$ cat src/rtl/alu_exec_stage.sv
// Integer execute stage: ADD/SUB/logic ops with a 2-entry (main + skid) output buffer to writeback.
// Optional NZCV flags output enabled by defining ALU_EXEC_FLAGS_EN.
module alu_exec_stage #(
    parameter int XLEN             = 32,
    parameter int CTRL_ADD_WIDTH   = 2,
    parameter int CTRL_LOGIC_WIDTH = 3,
    parameter int RD_W             = 5
) (
    input  logic                        clk,
    input  logic                        reset,
    input  logic                        in_valid,
    output logic                        in_ready,
    input  logic                        uop_is_add,
    input  logic [CTRL_ADD_WIDTH-1:0]   ctrl_adder,
    input  logic                        uop_is_logic,
    input  logic [CTRL_LOGIC_WIDTH-1:0] ctrl_logic,
    input  logic [XLEN-1:0]             rs1_data,
    input  logic [XLEN-1:0]             rs2_data,
    input  logic [11:0]                 imm,
    input  logic [RD_W-1:0]             rd_in,
    output logic                        out_valid,
    input  logic                        out_ready,
    output logic [XLEN-1:0]             out_result,
    output logic [RD_W-1:0]             out_rd,
    output logic                        out_we,
    output logic                        illegal_uop,
    output logic [15:0]                 uop_count
`ifdef ALU_EXEC_FLAGS_EN
    ,
    output logic [3:0]                  out_flags
`endif
);

    typedef enum logic [1:0] {EMPTY, ONE, TWO} buf_state_t;

    buf_state_t state, next_state;
    logic load_main, load_skid, move_skid, accept;

    logic            is_sub, use_imm, exec_legal, exec_we;
    logic [XLEN-1:0] imm_ext, b_op, b_addend, arith_res, logic_res, exec_result;

    logic [XLEN-1:0] skid_result;
    logic [RD_W-1:0] skid_rd;
    logic            skid_we;

    assign in_ready  = (state != TWO);
    assign out_valid = (state != EMPTY);
    assign accept    = in_valid && in_ready;

    assign imm_ext  = {{(XLEN-12){imm[11]}}, imm};
    assign use_imm  = (ctrl_adder == CTRL_ADD_WIDTH'(3)) ||
                      ((ctrl_logic >= CTRL_LOGIC_WIDTH'(4)) && (ctrl_logic <= CTRL_LOGIC_WIDTH'(6)));
    assign b_op     = use_imm ? imm_ext : rs2_data;
    assign is_sub   = (ctrl_adder == CTRL_ADD_WIDTH'(2));
    assign b_addend = is_sub ? ~b_op : b_op;

    // SUB shares the adder as A + ~B + 1; the carry out is then NOT borrow.
`ifdef ALU_EXEC_FLAGS_EN
    logic [XLEN:0] arith_full;
    logic          arith_carry;
    assign arith_full  = {1'b0, rs1_data} + {1'b0, b_addend} + (XLEN+1)'(is_sub);
    assign arith_res   = arith_full[XLEN-1:0];
    assign arith_carry = arith_full[XLEN];
`else
    assign arith_res = rs1_data + b_addend + XLEN'(is_sub);
`endif

    always_comb begin
        logic_res = '0;
        case (ctrl_logic)
            CTRL_LOGIC_WIDTH'(1), CTRL_LOGIC_WIDTH'(4): logic_res = rs1_data | b_op;
            CTRL_LOGIC_WIDTH'(2), CTRL_LOGIC_WIDTH'(5): logic_res = rs1_data ^ b_op;
            CTRL_LOGIC_WIDTH'(3), CTRL_LOGIC_WIDTH'(6): logic_res = rs1_data & b_op;
            default:                                    logic_res = '0;
        endcase
    end

    assign exec_legal = (uop_is_add ^ uop_is_logic) &&
                        (uop_is_add ? (ctrl_adder != '0)
                                    : ((ctrl_logic != '0) && (ctrl_logic != CTRL_LOGIC_WIDTH'(7))));

    always_comb begin
        exec_result = '0;
        if (exec_legal)
            exec_result = uop_is_add ? arith_res : logic_res;
    end

    assign exec_we = exec_legal && (rd_in != '0);

`ifdef ALU_EXEC_FLAGS_EN
    logic [3:0] exec_flags;
    logic [3:0] skid_flags;

    always_comb begin
        exec_flags = 4'b0;
        if (exec_legal) begin
            exec_flags[3] = exec_result[XLEN-1];
            exec_flags[2] = (exec_result == '0);
            if (uop_is_add) begin
                exec_flags[1] = arith_carry;
                exec_flags[0] = (rs1_data[XLEN-1] == b_addend[XLEN-1]) &&
                                (arith_res[XLEN-1] != rs1_data[XLEN-1]);
            end
        end
    end
`endif

    always_comb begin
        next_state = state;
        load_main  = 1'b0;
        load_skid  = 1'b0;
        move_skid  = 1'b0;
        case (state)
            EMPTY: begin
                if (accept) begin
                    next_state = ONE;
                    load_main  = 1'b1;
                end
            end
            ONE: begin
                if (accept && out_ready) begin
                    load_main = 1'b1;
                end else if (accept) begin
                    next_state = TWO;
                    load_skid  = 1'b1;
                end else if (out_ready) begin
                    next_state = EMPTY;
                end
            end
            TWO: begin
                if (out_ready) begin
                    next_state = ONE;
                    move_skid  = 1'b1;
                end
            end
            default: next_state = EMPTY;
        endcase
    end

    // Main entry drives the outputs directly, so it only changes on a load or skid promotion.
    always_ff @(posedge clk) begin
        if (reset) begin
            state       <= EMPTY;
            out_result  <= '0;
            out_rd      <= '0;
            out_we      <= 1'b0;
            skid_result <= '0;
            skid_rd     <= '0;
            skid_we     <= 1'b0;
            illegal_uop <= 1'b0;
            uop_count   <= 16'd0;
`ifdef ALU_EXEC_FLAGS_EN
            out_flags   <= 4'b0;
            skid_flags  <= 4'b0;
`endif
        end else begin
            state <= next_state;
            if (accept) begin
                uop_count <= uop_count + 16'd1;
                if (!exec_legal)
                    illegal_uop <= 1'b1;
            end
            if (load_main) begin
                out_result <= exec_result;
                out_rd     <= rd_in;
                out_we     <= exec_we;
`ifdef ALU_EXEC_FLAGS_EN
                out_flags  <= exec_flags;
`endif
            end else if (move_skid) begin
                out_result <= skid_result;
                out_rd     <= skid_rd;
                out_we     <= skid_we;
`ifdef ALU_EXEC_FLAGS_EN
                out_flags  <= skid_flags;
`endif
            end
            if (load_skid) begin
                skid_result <= exec_result;
                skid_rd     <= rd_in;
                skid_we     <= exec_we;
`ifdef ALU_EXEC_FLAGS_EN
                skid_flags  <= exec_flags;
`endif
            end
        end
    end

endmodule
$ cat config.mk
export PLATFORM = sky130hd
export DESIGN_NAME = alu_exec_stage
export DESIGN_NICKNAME = d
export VERILOG_FILES = /design/src/rtl/alu_exec_stage.sv
export SDC_FILE = /design/constraint.sdc
export NUM_CORES = 1
export LEC_CHECK = 0
export CORE_AREA = 10 10 132 134
export CTS_BUF_LIST = sky130_fd_sc_hd__clkbuf_8
export DETAILED_ROUTE_END_ITERATION = 16
export DIE_AREA = 0 0 142 144
export PLACE_DENSITY_LB_ADDON = 0.25
export SYNTH_ARGS = -nofsm -noshare
export SYNTH_HDL_FRONTEND = slang
export SYNTH_SLANG_ARGS = --single-unit
$ cat constraint.sdc
create_clock -name clk -period 9.7 [get_ports clk]
set_input_delay 2.425 -clock clk [delete_from_list [all_inputs] [get_ports clk]]
set_output_delay 2.425 -clock clk [all_outputs]
set_load 0.05 [all_outputs]
==> run metrics <==
Setup TNS=0 ps; Min-Delay Path Class=reg2reg; Final Routed Wirelength=24.0 mm; routed vias=slightly above 8000; Avg Cell Area, Syn=between 7 and 8 sq um; die height=144 um; global route hottest layer=met2; FILL cells=1322; # rows=45; net count after synthesis=roughly 1300; post-route antenna net violation count=0; grt met2 use=36.3%; layout cells sized above 1=between 3 and 4%; CP Max Fanout=31; CTS Buf Count=9; most used cell, CP=a211oi_2; CP peak stage delay=approximately 820 ps; Num Clock Sinks=95; main area contributors after synthesis=dfxtp_1, ha_1, nand2_1; status=completed; static leakage=4.17 nW; slew margin rel.=23.7%; postcts setup bufs=0; count of flip-flops with a built-in enable after synthesis=0; Slew Limit Fails=0; min Tclk post-route=between 6000 and 7000 ps; Worst-path clk slew=90 ps; Layout Nets=1401; hold_buf cts=0; WL per Instance=roughly 17 um; fin crit share=72.1%; Root Buffer=clkbuf_8; Mapped Area=0.00827 sq mm; DP Worst Slack=2370 ps; HPWL after DPL=18.1 mm; Clock Skews=7.28 ps; final setup violation count=0; crit path DAT=7190 ps; final hold violations=0; post-synthesis register bit count=95; largest net degree at the start of global routing=85; H-tree depth=3; max_cap viols=0; Routability Congestion=~0.91; Antenna Diode Count=0; number of placed I/O pins=149; Initial DRC Count=roughly 860; worst setup margin=around 2700 ps; first-pass GRT wire length=between 30 and 40 mm; M3 GR Usage=under 10%; pwr/cell area=127 mW/mm^2; CTS tree=built; RSZ-0062 raised after global routing=false; post_cts resized=0; Layout area overhead=21.5%; top-area cell type share of the netlist area=a little under a quarter; core footprint=around 0.015 sq mm; Peak Freq=0.143 GHz; post-synthesis cell type count=68; DR DRC count=0; die width=142 um; vias per cell=a little under 6; initial antenna violation count=0; Starting Density=a little under three fifths; die area=0.0204 sq mm; CP required=9900 ps; DRT Pass-1 Iters=5; Worst Path Buf+Inv=1; ys flop type=dfxtp_1; crit path kind=in2reg; slowest stage cell on the critical path=a21oi_4; Synth warnings=0; grt total ovfl=0; Worst setup EP type=flop; gr usage total=between 20% and 30%; leading area contributor after synthesis=dfxtp_1; asr flop ratio synth=0%; worst-case clock buffer depth=2; vias in the first global route=slightly below 8000; sequential-to-total area share from yosys stat=23.0%; Max VDD drop=0.0000738 V; port bufs=148; Mapped Cells=1104; cell family with most CP delay=compound AO/OA/AOI/OAI gates; Critical Path Source Type=primary input; crit path cell chain=clkdlybuf4s50_1, a21boi_1, a21oi_4, mux2i_1, xnor2_1, ha_1, nand2_1, and3_1, a211oi_2, a2bb2oi_2, o311ai_4, a211oi_2, nor4_1, a211oi_1, a221oi_1; measured slew at the worst slew-check pin=between 1000 and 1500 ps; met1 Track Usage GR=30.7%; Final Core Density=between 60 and 70%; Worst-Skew Late Latency=360 ps
Yosys cell counts, types with 9 or more instances:
library cell and instances:
nor3_1 22, o22ai_1 10, mux2i_1 20, nand4_1 13, a22o_1 9, or3_1 14, a22oi_1 41, a21o_1 12
ha_1 102, a21oi_1 81, and3_1 11, clkbuf_1 64, nand3_1 14, a311oi_1 12, xnor2_1 47, o21a_1 9
xor2_1 20, nor2_1 92, dfxtp_1 95, nand2_1 154, inv_1 75, a221oi_1 12, o21ai_0 69
power breakdown:
part	internal, mW	switching, mW
sequential	0.407	0.0108
combinational	0.233	0.360
clock	0.133	0.133
total	0.773	0.503
kinds of logic (layout without fill, tap and decap cells):
group	Yosys count	count (layout)	synth area share (%)
fa+ha+maj	103	103	15.7
compound gates	319	319	25.8
simple gates	358	358	19.6
flops	95	95	23.0
xor+xnor	67	67	7.10
mux	20	20	2.42
buf+inv	142	249	6.46
registers in the layout (all words and copies together), names as in the netlist:
| signal | flops |
|---|---|
| illegal_uop | 1 |
| out_result | 32 |
| skid_we | 1 |
| uop_count | 16 |
| out_we | 1 |
| skid_result | 32 |
| state | 2 |
| skid_rd | 5 |
| out_rd | 5 |
worst reg2reg max path, delay by kind of cell, from the launching register on:
family,cells,cell delay [ps]
AOI/OAI and AO/OA,1,190
and+or+nand+nor,4,2250
DFF,1,350
through the flow:
step	power [mW]	hold slack [ps]	instances	instance area [sq um]
after floorplan	0.835	424	1104	8270
after global placement	1.00	435	1383	9840
after detailed placement	1.01	442	1383	9840
after CTS	1.27	462	1399	10000
after global routing	1.36	478	1399	10000
final	1.28	461	1399	10000
metal layers:
layer,vias to the layer above,part of all wire (%)
met5,-,0
met4,0,1.7
met3,36,7.6
met2,304,45
met1,3853,46
li1,4109,-
cell usage in the layout (no fill, tap or decap), types with 7 or more instances in the layout:
cell,n
a211oi_1,8
nand3_1,14
o22ai_1,10
nor3_1,22
a21oi_1,80
clkdlybuf4s50_1,146
or3_1,14
a31oi_1,8
buf_4,10
o21ai_0,69
xor2_1,19
nand4_1,13
nor2_1,92
dfxtp_1,95
a221oi_1,12
o31ai_1,7
a311oi_1,12
a22o_1,9
a21o_1,12
clkbuf_8,11
ha_1,102
inv_1,75
mux2i_1,20
a22oi_1,41
and3_1,11
o21a_1,9
nand2_1,154
xnor2_1,47
area by class of cell:
type	count	area (sq um)	area share, %
clock inverter	5	56.3	0.561
inverter	75	282	2.80
sequential	95	1900	18.9
clock buffer	11	151	1.51
timing repair buffer	158	1550	15.4
tap	188	235	2.34
multi-input combinational	867	5870	58.5
path summary, 6_finish.rpt:
kind                               startpoint                      endpoint  slack [ps]  cells after the start
setup / recovery                ctrl_logic[0]   out_result[23]$_SDFFE_PP0P_        2700                     15
hold reg to reg   skid_result[8]$_SDFFE_PP0P_   skid_result[8]$_SDFFE_PP0P_         460                      2
setup reg to reg        state[1]$_SDFFE_PP0P_  skid_result[27]$_SDFFE_PP0P_        6850                      5
hold / removal    skid_result[8]$_SDFFE_PP0P_   skid_result[8]$_SDFFE_PP0P_         460                      2
(Power assumes the default switching activity.)
